$ cat src/rtl/ifq_pkg.sv
`default_nettype none
// ============================================================================
// Module   : ifq_pkg
// Brief    : Shared types and constants for the fetch-queue icache responder.
// Revision : 1.0 - initial release
// ============================================================================
package ifq_pkg;

    localparam int WORDS_PER_LINE = 4;
    localparam int LINE_OFF_W     = 4;
    localparam int IFQ_DATA_W     = 32;

    typedef enum logic [2:0] {
        IDLE     = 3'd0,
        LOOKUP   = 3'd1,
        MISS_REQ = 3'd2,
        REFILL   = 3'd3,
        RESPOND  = 3'd4
    } ifq_state_t;

    typedef logic [WORDS_PER_LINE-1:0][IFQ_DATA_W-1:0] ifq_line_t;

endpackage
`default_nettype wire

$ cat src/rtl/ifq_icache_array.sv
`default_nettype none
// ============================================================================
// Module   : ifq_icache_array
// Brief    : Direct-mapped line, tag and valid storage; only valid bits reset.
// Revision : 1.0 - initial release
// ============================================================================
module ifq_icache_array
    import ifq_pkg::*;
#(
    parameter int DATA_W = 32,
    parameter int TAG_W  = 24,
    parameter int IDX_W  = 4
) (
    input  logic                             clk,
    input  logic                             reset,
    input  logic [IDX_W-1:0]                 i_rd_idx,
    output logic [WORDS_PER_LINE*DATA_W-1:0] o_rd_line,
    output logic [TAG_W-1:0]                 o_rd_tag,
    output logic                             o_rd_valid,
    input  logic [IDX_W-1:0]                 i_wr_idx,
    input  logic [WORDS_PER_LINE-1:0]        i_wr_word_en,
    input  logic [DATA_W-1:0]                i_wr_data,
    input  logic                             i_tag_we,
    input  logic [TAG_W-1:0]                 i_tag,
    input  logic                             i_tag_valid,
    input  logic                             i_inv_all
);
    localparam int NUM_LINES = 1 << IDX_W;

    logic [WORDS_PER_LINE*DATA_W-1:0] r_data [NUM_LINES];
    logic [TAG_W-1:0]                 r_tag  [NUM_LINES];
    logic [NUM_LINES-1:0]             r_valid;

    always_ff @(posedge clk) begin
        for (int w = 0; w < WORDS_PER_LINE; w++) begin
            if (i_wr_word_en[w]) begin
                r_data[i_wr_idx][w*DATA_W +: DATA_W] <= i_wr_data;
            end
        end
        if (i_tag_we) begin
            r_tag[i_wr_idx] <= i_tag;
        end
    end

    // Invalidate-all wins over a coincident tag install.
    always_ff @(posedge clk or negedge reset) begin
        if (!reset) begin
            r_valid <= '0;
        end else if (i_inv_all) begin
            r_valid <= '0;
        end else if (i_tag_we) begin
            r_valid[i_wr_idx] <= i_tag_valid;
        end
    end

    assign o_rd_line  = r_data[i_rd_idx];
    assign o_rd_tag   = r_tag[i_rd_idx];
    assign o_rd_valid = r_valid[i_rd_idx];

endmodule
`default_nettype wire

$ cat src/rtl/ifq_icache_resp.sv
`default_nettype none
// ============================================================================
// Module   : ifq_icache_resp
// Brief    : Fetch-queue icache responder: 1-cycle hit, beat-based refill FSM.
// Revision : 1.0 - initial release
// ============================================================================
module ifq_icache_resp
    import ifq_pkg::*;
#(
    parameter int ADDR_W    = 32,
    parameter int DATA_W    = 32,
    parameter int NUM_LINES = 16
) (
    input  logic                             clk,
    input  logic                             reset,
    input  logic                             cache_en,
    input  logic [ADDR_W-1:0]                pc,
    input  logic                             flush,
    input  logic                             inv_all,
    output logic                             ready,
    output logic                             dout_valid,
    output logic [WORDS_PER_LINE*DATA_W-1:0] dout,
    output logic                             mem_req,
    output logic [ADDR_W-1:0]                mem_addr,
    input  logic                             mem_rvalid,
    input  logic [DATA_W-1:0]                mem_rdata
);
    localparam int IDX_W  = $clog2(NUM_LINES);
    localparam int LINE_W = ADDR_W - LINE_OFF_W;
    localparam int TAG_W  = LINE_W - IDX_W;

    ifq_state_t r_state;
    ifq_state_t w_next;

    logic [LINE_W-1:0]                r_line;
    logic [1:0]                       r_beat;
    logic                             r_drop_resp;
    logic                             r_drop_inst;

    logic [IDX_W-1:0]                 w_idx;
    logic [TAG_W-1:0]                 w_tag;
    logic [WORDS_PER_LINE*DATA_W-1:0] w_rd_line;
    logic [TAG_W-1:0]                 w_rd_tag;
    logic                             w_rd_valid;
    logic                             w_hit;
    logic                             w_beat;
    logic                             w_last_beat;
    logic [WORDS_PER_LINE-1:0]        w_word_en;
    logic                             w_unused_pc_off;

    assign w_unused_pc_off = ^pc[LINE_OFF_W-1:0];
    assign w_idx           = r_line[IDX_W-1:0];
    assign w_tag           = r_line[LINE_W-1:IDX_W];

    assign w_hit       = w_rd_valid && (w_rd_tag == w_tag) && !inv_all;
    assign w_beat      = (r_state == REFILL) && mem_rvalid;
    assign w_last_beat = w_beat && (r_beat == 2'd3);

    always_comb begin
        w_word_en = '0;
        if (w_beat) begin
            w_word_en[r_beat] = 1'b1;
        end
    end

    always_ff @(posedge clk or negedge reset) begin
        if (!reset) begin
            r_state <= IDLE;
        end else begin
            r_state <= w_next;
        end
    end

    always_comb begin
        w_next     = r_state;
        ready      = 1'b0;
        mem_req    = 1'b0;
        dout_valid = 1'b0;
        case (r_state)
            IDLE: begin
                ready = 1'b1;
                if (cache_en) begin
                    w_next = LOOKUP;
                end
            end
            LOOKUP: begin
                dout_valid = w_hit && !flush;
                w_next     = w_hit ? IDLE : MISS_REQ;
            end
            MISS_REQ: begin
                mem_req = 1'b1;
                w_next  = REFILL;
            end
            REFILL: begin
                if (w_last_beat) begin
                    w_next = RESPOND;
                end
            end
            RESPOND: begin
                dout_valid = !r_drop_resp && !flush;
                w_next     = IDLE;
            end
            default: w_next = IDLE;
        endcase
    end

    // A flush in LOOKUP still lets a miss refill, so it must silence RESPOND.
    always_ff @(posedge clk or negedge reset) begin
        if (!reset) begin
            r_line      <= '0;
            r_beat      <= 2'd0;
            r_drop_resp <= 1'b0;
            r_drop_inst <= 1'b0;
        end else begin
            if ((r_state == IDLE) && cache_en) begin
                r_line <= pc[ADDR_W-1:LINE_OFF_W];
            end
            if (r_state == MISS_REQ) begin
                r_beat <= 2'd0;
            end else if (w_beat) begin
                r_beat <= r_beat + 2'd1;
            end
            case (r_state)
                LOOKUP: begin
                    r_drop_resp <= flush;
                    r_drop_inst <= 1'b0;
                end
                MISS_REQ, REFILL: begin
                    if (flush) begin
                        r_drop_resp <= 1'b1;
                    end
                    if (inv_all) begin
                        r_drop_inst <= 1'b1;
                    end
                end
                RESPOND: begin
                    r_drop_resp <= 1'b0;
                    r_drop_inst <= 1'b0;
                end
                default: ;
            endcase
        end
    end

    assign dout     = dout_valid ? w_rd_line : '0;
    assign mem_addr = {r_line, {LINE_OFF_W{1'b0}}};

    ifq_icache_array #(
        .DATA_W (DATA_W),
        .TAG_W  (TAG_W),
        .IDX_W  (IDX_W)
    ) u_array (
        .clk          (clk),
        .reset        (reset),
        .i_rd_idx     (w_idx),
        .o_rd_line    (w_rd_line),
        .o_rd_tag     (w_rd_tag),
        .o_rd_valid   (w_rd_valid),
        .i_wr_idx     (w_idx),
        .i_wr_word_en (w_word_en),
        .i_wr_data    (mem_rdata),
        .i_tag_we     (w_last_beat),
        .i_tag        (w_tag),
        .i_tag_valid  (!r_drop_inst && !inv_all),
        .i_inv_all    (inv_all)
    );

endmodule
`default_nettype wire

$ cat config.mk
export PLATFORM = sky130hd
export DESIGN_NAME = ifq_icache_resp
export DESIGN_NICKNAME = d
export VERILOG_FILES = /design/src/rtl/ifq_pkg.sv /design/src/rtl/ifq_icache_array.sv /design/src/rtl/ifq_icache_resp.sv
export SDC_FILE = /design/constraint.sdc
export NUM_CORES = 2
export LEC_CHECK = 0
export CORE_ASPECT_RATIO = 0.7
export CORE_UTILIZATION = 60
export CTS_BUF_LIST = sky130_fd_sc_hd__clkbuf_4 sky130_fd_sc_hd__clkbuf_8
export CTS_CLUSTER_DIAMETER = 200
export DETAILED_ROUTE_END_ITERATION = 10
export DONT_BUFFER_PORTS = 1
export PLACE_DENSITY_LB_ADDON = 0.12
export SLEW_MARGIN = 40
export SYNTH_ARGS = -nofsm -noshare
export SYNTH_HDL_FRONTEND = slang
export SYNTH_SLANG_ARGS = --single-unit
$ cat constraint.sdc
create_clock -name clk -period 10.2 [get_ports clk]
set_input_delay 1.53 -clock clk [delete_from_list [all_inputs] [get_ports clk]]
set_output_delay 1.53 -clock clk [all_outputs]
set_load 0.01 [all_outputs]
# --- After elaboration in Yosys (flattened, before gate mapping) ---
# Memories as Yosys holds them, arrays and structs flattened.
# Index checks and enable logic that the tools add are counted.
# Widths: inputs -> output; s select.
classes:
  n_addsub: 1
  n_lt_le_gt_ge: 4
  n_eq_ne: 10
  mux: 34
  reduce_logical: 24
ops:
  columns: ["cell", "count"]
  rows:
  - ["$mux 128", 1]
  - ["$mux 16", 2]
  - ["$eq 24x24->1", 1]
  - ["$mux 1", 17]
  - ["$bwmux 16", 1]
  - ["$pmux 3 s4", 1]
  - ["$logic_and 1x1->1", 10]
  - ["$eq 3x2->1 const B", 2]
  - ["$mux 2", 3]
  - ["$mux 3", 2]
  - ["$ne 2x2->1 const B", 3]
  - ["$reduce_and 2->1", 3]
  - ["$reduce_bool 2->1", 3]
  - ["$lt 4x5->1 const B", 1]
  - ["$bmux 1 s4", 1]
  - ["$demux 1 s4", 1]
  - ["$ge 4x1->1 const B", 1]
  - ["$logic_not 1->1", 4]
  - ["$mux 4", 1]
  - ["$pmux 1 s2", 2]
  - ["$reduce_or 2->1", 2]
  - ["$eq 3x1->1 const B", 1]
  - ["$eq 3x3->1 const B", 1]
  - ["$logic_not 3->1", 1]
  - ["other kinds (8)", 8]
totals:
  reg_bits: 51
  mem_bits_rw: 2432
  input_bits: 70
  out_inout_bits: 163
  word_cells: 81
  memories: 2
mem_list:
  columns: ["name", "depth", "width", "read_ports", "rd_clocked_by_memory_dff", "write_ports", "line", "text"]
  rows:
  - ["u_array.r_data", 16, 128, 1, 0, 1, "ifq_icache_array.sv:30", "logic [WORDS_PER_LINE*DATA_W-1:0] r_data [NUM_LINES];"]
  - ["u_array.r_tag", 16, 24, 1, 0, 1, "ifq_icache_array.sv:31", "logic [TAG_W-1:0] r_tag [NUM_LINES];"]

# --- Logic depth before layout (Yosys ltp) ---
logic_depth:
  word_depth: 7
  ltp_mapped: 15
  ltp_nobuf: 8

# --- By module ---
# A second synthesis with hierarchy kept.
hier_totals:
  hier_cells: 4273
  area_unflattened_um2: 95272.6
modules_own_cells:
  columns: ["module", "n_inst", "cells_each", "area_each_um2", "seq_area_each_um2"]
  rows:
  - ["ifq_icache_array", 1, 3981, 92615.1, 73430.4]
  - ["ifq_icache_resp", 1, 292, 2657.5, 875.8]

# --- Least setup slack after synthesis ---
# OpenSTA, ideal clock, no wires.
synth_path:
  path_type: "input port to flip-flop"
  from: "input mem_rvalid"
  to: "register u_array.r_valid[14]"
  setup_time_ns: 0.136
  arrival_ns: 6.688
  required_time_ns: 10.064
  slack_ns: 3.375
  path_stages: 7
  path_buffers: 1
  path_cell_list: "nand2_1 > nor3_1 > nand2_1 > clkbuf_1 > nor3_1 > nand2b_1 > a21oi_1"
synth_between:
  elab_chain_len: 3
synth_lines:
  columns: ["element", "line", "text"]
  rows:
  - ["from (decl)", "ifq_icache_resp.sv:25", "input logic mem_rvalid,"]
  - ["$logic_and 1x1->1", "ifq_icache_resp.sv:56", "assign w_beat = (r_state == REFILL) && mem_rvalid;"]
  - ["$logic_and 1x1->1", "ifq_icache_resp.sv:57", "assign w_last_beat = w_beat && (r_beat == 2'd3);"]
  - ["$reduce_bool 2->1 (no line)", null, null]
  - ["to (signal, indexed assignment)", "ifq_icache_array.sv:52", "r_valid[i_wr_idx] <= i_tag_valid;"]
  - ["to (decl)", "ifq_icache_array.sv:32", "logic [NUM_LINES-1:0] r_valid;"]
# No other way between the ends.
# A chain may end at the register's enable or synchronous reset.

# --- Final worst setup path ---
layout_path:
  from: "register r_line[1]"
  to: "output dout[58]"
layout_between:
  elab_chain_len: 7
  elab_cells_between_ends: 10
  classes_between: "1 x eq/ne; 4 x mux; 3 x reduce/logical; 2 x memory"
layout_lines:
  columns: ["element", "line", "text"]
  rows:
  - ["from (decl)", "ifq_icache_resp.sv:35", "logic [LINE_W-1:0] r_line;"]
  - ["from (signal assigned)", "ifq_icache_resp.sv:116", "r_line <= pc[ADDR_W-1:LINE_OFF_W];"]
  - ["$mem_v2 16x24 or $bmux 1 s4 (tied branches)", null, null]
  - ["$eq 24x24->1 or $mux 1 (tied branches)", "ifq_icache_resp.sv:55, ifq_icache_array.sv:58", null]
  - ["$logic_and 1x1->1 (2 in a row)", "ifq_icache_resp.sv:55", "assign w_hit = w_rd_valid && (w_rd_tag == w_tag) && !inv_all;"]
  - ["$logic_and 1x1->1", "ifq_icache_resp.sv:87", "dout_valid = w_hit && !flush;"]
  - ["$pmux 1 s2", "ifq_icache_resp.sv:79", "case (r_state)"]
  - ["$mux 128 *", "ifq_icache_resp.sv:145", "assign dout = dout_valid ? w_rd_line : '0;"]
  - ["to (decl)", "ifq_icache_resp.sv:22", "output logic [WORDS_PER_LINE*DATA_W-1:0] dout,"]
# Mark *: on every way between the ends. The rest lies on a longest branch, timed or not. The select of a mux whose other input is x is not followed.

==> impl_metrics.csv <==
group,metric,value,unit
worst_setup_path,cpMaxStageDelayCell,"buf_4",
yosys,syn_area_per_cell,23.7,um^2
yosys,post-synth-top-area-cell,"edfxtp_1",
worst_setup_path,max_stage_delay,0.66,ns
yosys,seq_area_frac_synth,77.6,%
route,vias,44675,
cts,cts_setup_buffers,0,
worst_setup_path,reg2reg_slack,5.29,ns
layout,fin_util,66.8,%
worst_setup_path,crit_start,"r_line[1]",
worst_setup_path,worstPathCellList,"buf_4 > buf_4 > mux4_2 > o22ai_1 > a31oi_1 > xnor2_1 > o2111ai_1 > nor4_2 > nand4_1 > buf_4 > buf_6 > a21boi_1",
yosys,yosys_warnings,0,
timing,rsz0062_at_grt,"false",
outcome,status,"finished, final reports clean",
timing,hold_violations,0,
yosys,synth_area_leaders,"edfxtp_1 (76%), mux4_2 (17%), dfrtp_1 (1.3%), a21boi_1 (0.86%), mux2i_1 (0.65%)",
cts,clock_latency,1.04,ns
timing,whs,0.189,ns
timing,report.final.slew_viol_count,0,
route,finalWirelength,227000,um
yosys,ys_seq_elements,2483,
yosys,async_flop_share,2.05,%
worst_setup_path,crit_fanout,78,
yosys,synth_most_common_cell,"edfxtp_1",
layout,drive_gt1_share,32.8,%
pwr,ir_drop,187,uV
route,dr.first_iter.drc_count,5535,
hold_path,hold_path_class,"input port to asynchronous set/reset pin",
worst_setup_path,required,8.67,ns
layout,fillCellCount,9803,
yosys,synth_enable_flop_cells,2432,
placement,placed_area,0.0989,mm^2
floorplanning,die_x,479,um
pwr,power_density,253,mW/mm^2
floorplanning,initial_core_util,60.5,%
timing,min_period_over_period,74.1,%
route,first_pass_iters,5,
worst_setup_path,worstRegToRegCells,5,
timing,worst_clock_skew,0.0456,ns
yosys,synth_commonest_cells,"edfxtp_1 (2,432), mux4_2 (711), clkbuf_1 (119)",
yosys,synth_cell_type_count,72,
floorplanning,core.rowCount,122,
timing,fin_setup_tns,0,ns
floorplanning,die_h,336,um
timing,max_freq,132,MHz
yosys,yosysTopAreaCellShare,76.3,%
worst_setup_path,r2r-end,"u_array.r_data[8][104]",
route,viasPerCell,6.68,
layout,synthToLayoutAreaGrowth,10.5,%
worst_setup_path,crit_arrival,6.02,ns
cts,root_buffer,"clkbuf_8",
yosys,ys.flop_type,"edfxtp_1",
timing,maxSlewHeadroom,40.8,%
floorplanning,dieArea,0.161,mm^2
cts,cts_made_buffers,368,
cts,htree_levels,5,
placement,hpwlAfterDp,116000,um
cts,cts_tree,"yes",
route,wl_per_cell,33.9,um
timing,period_needed,7.55,ns
cts,cts_buffer_depth,4,
grt,grt_max_degree,141,
layout,final_area,0.106,mm^2
cts,post_cts_resized,0,
timing,tightest_slew,0.888,ns
cts,cts.sinks,2483,
grt,grt_pass1_vias,44921,
job,drv_cap,0,
floorplanning,io_pins,233,
floorplanning,coreArea,0.158,mm^2
route,drc,0,
grt,grt_antenna_before_repair,19,
yosys,netlist_area,0.0957,mm^2
worst_setup_path,cpMostUsedCell,"buf_4",
cts,clk_pin_slew,0.06,ns
yosys,syn_inst,4040,
layout,nets,4385,
placement,globalplace.congestion,0.794,
worst_setup_path,r2r-start,"r_line[3]",
worst_setup_path,crit_path_end_kind,"output pin",
pwr,p_leak,32.8,nW
worst_setup_path,critPathLaunchType,"register",
placement,portBuffers,0,
grt,grt-ovfl-total,0,
cts,holdBufCountCts,0,
timing,finalSetupViolCount,0,
grt,grt_pass1_wl,322000,um
grt,grt_usage,28.6,%
route,drtAntennaViolNets,0,
worst_setup_path,critPathKind,"register to output pin",
==> cell families (layout without fill, tap and decap cells) <==
logic type	after synthesis	after routing	synth area share (%)
flops	2483	2483	77.6
compound gates	254	254	1.88
simple gates	204	204	1.01
fa+ha+maj	4	4	0.0523
mux	815	815	17.9
buf+inv	250	774	1.31
other cells	1	14	0.00392
xor+xnor	29	29	0.265
==> how the worst max path moves through the flow <==
stage	endpoint
finish	dout[58]
global route	dout[63]
CTS	dout[122]
detailed placement	dout[122]
global placement	dout[6]
floorplan	u_array.r_valid[14]
==> through the flow <==
step           power [mW]  cells  setup slack, ns
3_5_place_dp         19.5   6046             3.21
6_report             26.8   6685             2.65
5_1_grt              27.8   6677             2.41
2_1_floorplan        17.3   4043             3.38
4_1_cts              27.0   6672             2.07
3_3_place_gp         19.4   6037             3.31
==> routing by layer <==
layer  wire (um)  part of all wire, %  GRT usage [%]  vias up
met5          75                0.033              0        -
met4        5400                  2.4           8.57       12
met3       23300                   10           5.88      350
met2      106000                   47           43.3     2473
met1       92000                   41           43.0    23990
li1            -                    -              -    17850
==> state kept, by name, summed over array words and instances (netlist names) <==
register	flops
u_array.r_data	2048
u_array.r_tag	384
r_line	28
u_array.r_valid	16
r_state	3
r_beat	2
r_drop_inst	1
r_drop_resp	1
==> worst max-delay path: cells and delay by family, from the launching register on <==
family | cells | cell delay [ns]
buffers and inverters | 4 | 1.94
AO/OA/AOI/OAI | 4 | 0.88
flip-flops | 1 | 0.56
XOR/XNOR | 1 | 0.45
AND/OR/NAND/NOR | 2 | 0.45
multiplexers | 1 | 0.42
==> area by class of cell <==
cell class                 count  area, um^2  share of cell area, %
multi-input combinational   1310       20700                   19.5
inverter                      17        71.3                 0.0674
sequential                  2483       74300                   70.3
clock inverter               137         678                  0.641
antenna                       10        25.0                 0.0237
clock buffer                 489        6050                   5.73
tap                         2108        2640                   2.49
timing repair buffer         131        1290                   1.22
==> power by group <==
part / internal [mW] / switching, mW
Clock: 3.93 / 3.62
Combinational: 3.45 / 3.70
Sequential: 11.7 / 0.382
Total: 19.1 / 7.70
==> cells in the final DEF, fill, tap and decap left out, drive strengths merged, types with 12 or more instances in the layout <==
cell type	netlist	layout
a21boi	128	128
a21oi	23	23
buf	114	131
clkbuf	119	489
clkinv	1	130
dfrtp	51	51
edfxtp	2432	2432
inv	16	17
mux2	42	42
mux2i	62	62
mux4	711	711
nand2	55	55
nand2b	15	15
nor2	67	67
nor3	24	24
o21ai	37	37
o22ai	12	12
or3	13	13
xnor2	21	21
Note: power is estimated with default switching activity, not from simulation.
